`src/rtl/priority_irq_controller.sv`:
```
// Eight-source, fixed-priority interrupt controller with rising-edge capture,
// per-source masking and a non-preemptive IDLE/SERVE/CLEAR handshake.
module priority_irq_controller (
    input  logic       clk,
    input  logic       reset,
    input  logic [7:0] req,
    input  logic       mask_we,
    input  logic [7:0] mask_wdata,
    input  logic       ack,
    output logic       irq,
    output logic [2:0] vector,
    output logic [7:0] pending
);

    localparam logic [1:0] IDLE  = 2'd0;
    localparam logic [1:0] SERVE = 2'd1;
    localparam logic [1:0] CLEAR = 2'd2;

    logic [1:0] state_reg, state_next;
    logic [7:0] req_d_reg;
    logic [7:0] pending_reg, pending_next;
    logic [7:0] mask_reg, mask_next;
    logic [7:0] edge_det;
    logic [7:0] eligible;
    logic [7:0] clr_onehot;
    logic [2:0] vector_reg, vector_next;
    logic [2:0] sel_idx;
    logic       sel_valid;
    logic       irq_reg, irq_next;

    assign edge_det  = req & ~req_d_reg;
    assign eligible  = pending_reg & ~mask_reg;
    assign mask_next = mask_we ? mask_wdata : mask_reg;

    // A fresh edge wins over the clear of the same bit, so a source that
    // re-fires while its service is being retired is not lost.
    generate
        for (genvar gi = 0; gi < 8; gi++) begin : g_pending
            assign clr_onehot[gi]   = (state_reg == CLEAR) && (vector_reg == 3'(gi));
            assign pending_next[gi] = edge_det[gi] | (pending_reg[gi] & ~clr_onehot[gi]);
        end
    endgenerate

    // Scanning from the top down leaves the lowest set index selected.
    always_comb begin
        sel_idx   = 3'd0;
        sel_valid = |eligible;
        for (int i = 7; i >= 0; i--) begin
            if (eligible[i]) begin
                sel_idx = 3'(i);
            end
        end
    end

    always_comb begin
        state_next  = state_reg;
        vector_next = vector_reg;
        case (state_reg)
            IDLE: begin
                if (sel_valid) begin
                    state_next  = SERVE;
                    vector_next = sel_idx;
                end
            end
            SERVE: begin
                if (ack) begin
                    state_next = CLEAR;
                end
            end
            CLEAR: begin
                state_next = IDLE;
            end
            default: begin
                state_next = IDLE;
            end
        endcase
        irq_next = (state_next == SERVE);
    end

    always_ff @(posedge clk) begin
        if (reset) begin
            req_d_reg   <= req;
            state_reg   <= IDLE;
            irq_reg     <= 1'b0;
            vector_reg  <= 3'd0;
            pending_reg <= 8'h00;
            mask_reg    <= 8'h00;
        end else begin
            req_d_reg   <= req;
            state_reg   <= state_next;
            irq_reg     <= irq_next;
            vector_reg  <= vector_next;
            pending_reg <= pending_next;
            mask_reg    <= mask_next;
        end
    end

    assign irq     = irq_reg;
    assign vector  = vector_reg;
    assign pending = pending_reg;

endmodule

```
`config.mk`:
```
export PLATFORM = sky130hd
export DESIGN_NAME = priority_irq_controller
export DESIGN_NICKNAME = d
export VERILOG_FILES = /design/src/rtl/priority_irq_controller.sv
export SDC_FILE = /design/constraint.sdc
export NUM_CORES = 1
export LEC_CHECK = 0
export CORE_MARGIN = 2
export CORE_UTILIZATION = 49
export DETAILED_ROUTE_END_ITERATION = 8
export GPL_TIMING_DRIVEN = 0
export PLACE_DENSITY_LB_ADDON = 0.25
export SYNTH_ARGS = -nofsm -noshare
export SYNTH_HDL_FRONTEND = slang
export SYNTH_SLANG_ARGS = --single-unit
```
`constraint.sdc`:
```
create_clock -name clk -period 2.1 [get_ports clk]
set_input_delay 0.42 -clock clk [delete_from_list [all_inputs] [get_ports clk]]
set_output_delay 0.42 -clock clk [all_outputs]
set_load 0.05 [all_outputs]
```
==> results.toml <==
[global_routing]
grt_max_degree = 11
grt_use_total = 0.2090
use_met2 = 0.3101
grt_pass1_wl_mm = 4.043
grtUsageMet1 = 0.2592
met3_usage = 0.07759
grt_pass1_vias = 937
antenna_found_initial = 0
grt_remaining_overflow = 0
grt_busiest_layer = "met2"

[layout]
nets = 170
n_fill_cell = 172
syn2layout_area_growth_pct = 37.26
drive_gt1_frac = 0.08609
fin_util = 0.7047
n_antenna_cell = 0
design_area_sq_um = 1544

[sta]
whs_ns = 0.4852
tns_ns = 0
rsz0062_at_grt = "false"
finalClockSkew_ns = 0.01072
setup_viol = 0
fin_ws_ns = 0.1423
slew_headroom = 0.6562
worst_pin_slew_ns = 0.5141
period_minus_slack_ns = 1.958
fmax_mhz = 510.8
hold_viol = 0
period_share = 0.9322
slew_viol_final = 0

[power]
peakVddDrop_uv = 587.1
p_leak_nw = 0.6326
powerDensity_nw_per_um2 = 864.8

[synth]
synth_ff_type = "dfxtp_1"
synth_nets = 133
yosys_warnings = 0
yosys.area.top_type_share = 0.5339
syn_avg_cell_area_sq_um = 9.954
yosys-top-cells-area = "dfxtp_1 (53%), nand2b_1 (8.9%), mux2i_1 (7.1%), a21oi_1 (4.4%), o21ai_0 (3.6%)"
synth_top_cell_by_area = "dfxtp_1"
async_flop_share = 0
synth_area_sq_um = 1125
synth_cell_types = 27
synthCells = 113
yosysSeqAreaShare = 0.5339
synth_edf_count = 0
synth-seq-cells = 30

[place]
port_buffers = 30
post-place-ws_ns = 0.3778
place_congestion = 0.8442
hpwl_mm = 1.791
placed_area_sq_um = 1460

[critical_path]
critPathBufInv = 1
end_kind = "primary output"
r2r.worst_path.cells = 3
cp-start-kind = "register"
required_ns = 1.68
cp_top_family = "buffers and inverters"
r2r-end = "pending[2]"
reg2reg_slack_ns = 0.82
worst_r2r_startpoint = "state_reg[1]"
slowest_stage = "clkdlybuf4s50_1"
worstPathMaxFanout = 4
arrival_ns = 1.54
worstSetupPathType = "reg -> out"
cpPeakStageDelay_ns = 0.83
path_cells = "clkdlybuf4s50_1"

[clock_network]
cts_buffer_depth = 2
ctsHoldBuffers = 0
clock-sinks = 30
insertion_delay_ns = 0.32
cts-htree-levels = 2
cts_buffers = 5
cts_tree = "yes"
cts_root_buf = "clkbuf_4"
clk_pin_slew_ns = 0.09

[floorplanning]
die_h_um = 51.91
core_sq_um = 2191
die_w_um = 51.91
row_count = 17
pin_count = 32
initial_core_util = 0.5134
dieArea_sq_um = 2695

[routing]
drt_iter0_markers = 6
vias = 952
drt_pass1_iterations = 4
drc = 0
wire_per_inst_um = 12.92
post_drt_via_cell_ratio = 5.318
antenna_left = 0
drt_wl_total_mm = 2.313

[run_status]
status = "complete, no violations"

[hold_path]
min_path_type = "reg -> reg"
holdPathStages = 2
hp-start = "req_d_reg[6]"
hold_path_end = "pending[6]"

[flow_run]
maxCapViolCount = 0
## cell families (layout without fill, tap and decap cells)
logic type	count (synthesis)	count (layout)	synth area share
and+or+nand+nor	41	41	0.2125
DFF	30	30	0.5339
AOI/OAI and AO/OA	29	29	0.1646
muxes	8	8	0.07119
buffers and inverters	5	43	0.01780
## layer usage
metal	part of all wire	routed length [um]
met1	0.45	1037
met2	0.46	1071
met3	0.056	130
met4	0.032	74
met5	0	0
## cell usage in the layout (no fill, tap or decap)
master / Yosys / layout
nand4_1: 2 / 2
a31oi_1: 1 / 1
mux2i_1: 8 / 8
clkbuf_1: 2 / 2
nand3b_1: 1 / 1
a211oi_1: 2 / 2
nand2_1: 5 / 5
or3b_1: 1 / 1
o311a_1: 2 / 2
o41ai_1: 1 / 1
o21bai_1: 1 / 1
clkbuf_8: 0 / 3
inv_1: 2 / 2
a21oi_1: 10 / 10
nor3_1: 1 / 1
nor2b_1: 2 / 2
o21ai_0: 8 / 8
clkdlybuf4s50_1: 0 / 28
nand4_4: 1 / 1
o31ai_2: 1 / 1
clkbuf_4: 0 / 5
o31ai_1: 1 / 1
nand2b_2: 1 / 1
a31o_2: 1 / 1
o2111ai_1: 1 / 1
nand2b_1: 16 / 16
buf_2: 1 / 1
dlymetal6s2s_1: 0 / 2
dfxtp_1: 30 / 30
or3_1: 1 / 1
nor2_1: 10 / 10
## area by class of cell
cell class	instances	area [sq um]	area share
clock buffer	8	78.83	0.05105
inverter	2	7.507	0.004862
multi-input combinational	78	504.2	0.3266
timing repair buffer	30	305.3	0.1977
tap	28	35.03	0.02269
sequential	30	600.6	0.3890
buffer	3	12.51	0.008104
## synth_stat cells, types with 2 or more instances
| library cell | number |
|---|---|
| dfxtp_1 | 30 |
| nand2b_1 | 16 |
| a21oi_1 | 10 |
| nor2_1 | 10 |
| mux2i_1 | 8 |
| o21ai_0 | 8 |
| nand2_1 | 5 |
| a211oi_1 | 2 |
| clkbuf_1 | 2 |
| inv_1 | 2 |
| nand4_1 | 2 |
| nor2b_1 | 2 |
| o311a_1 | 2 |
## how the worst max path moves through the flow
| stage | to | cells past startpoint | slack [ns] | from |
|---|---|---|---|---|
| detailed placement | vector[1] | 1 | 0.38 | vector[1] |
| floorplan | vector[0] | 4 | 0.65 | vector[0] |
| global placement | vector[1] | 1 | 0.39 | vector[1] |
| global route | pending[2] | 1 | 0.07 | pending[2] |
| finish | pending[2] | 1 | 0.14 | pending[2] |
| CTS | vector[1] | 1 | 0.01 | vector[1] |
## repair_timing
| action | 4_1_cts | 5_1_grt |
|---|---|---|
| endpoints found under the hold margin | 0 | 0 |
| setup endpoints to repair | 0 | 2 |
| gates resized for setup | 0 | 2 |
| buffers inserted | 0 | 0 |
## through the flow
stage                     std cells  total power, mW
after floorplan                 113           0.8260
after detailed placement        171           0.9329
final                           179            1.335
after global placement          171           0.9248
after CTS                       179            1.351
after global routing            179            1.403
## where the power goes
| part | leakage [nW] | switching [mW] | total, mW | internal (mW) |
|---|---|---|---|---|
| Sequential | 0.250 | 0.0355 | 0.647 | 0.611 |
| Clock | 0.0446 | 0.187 | 0.416 | 0.229 |
| Combinational | 0.338 | 0.155 | 0.272 | 0.117 |
No activity file was read; power rests on OpenSTA's default activity.
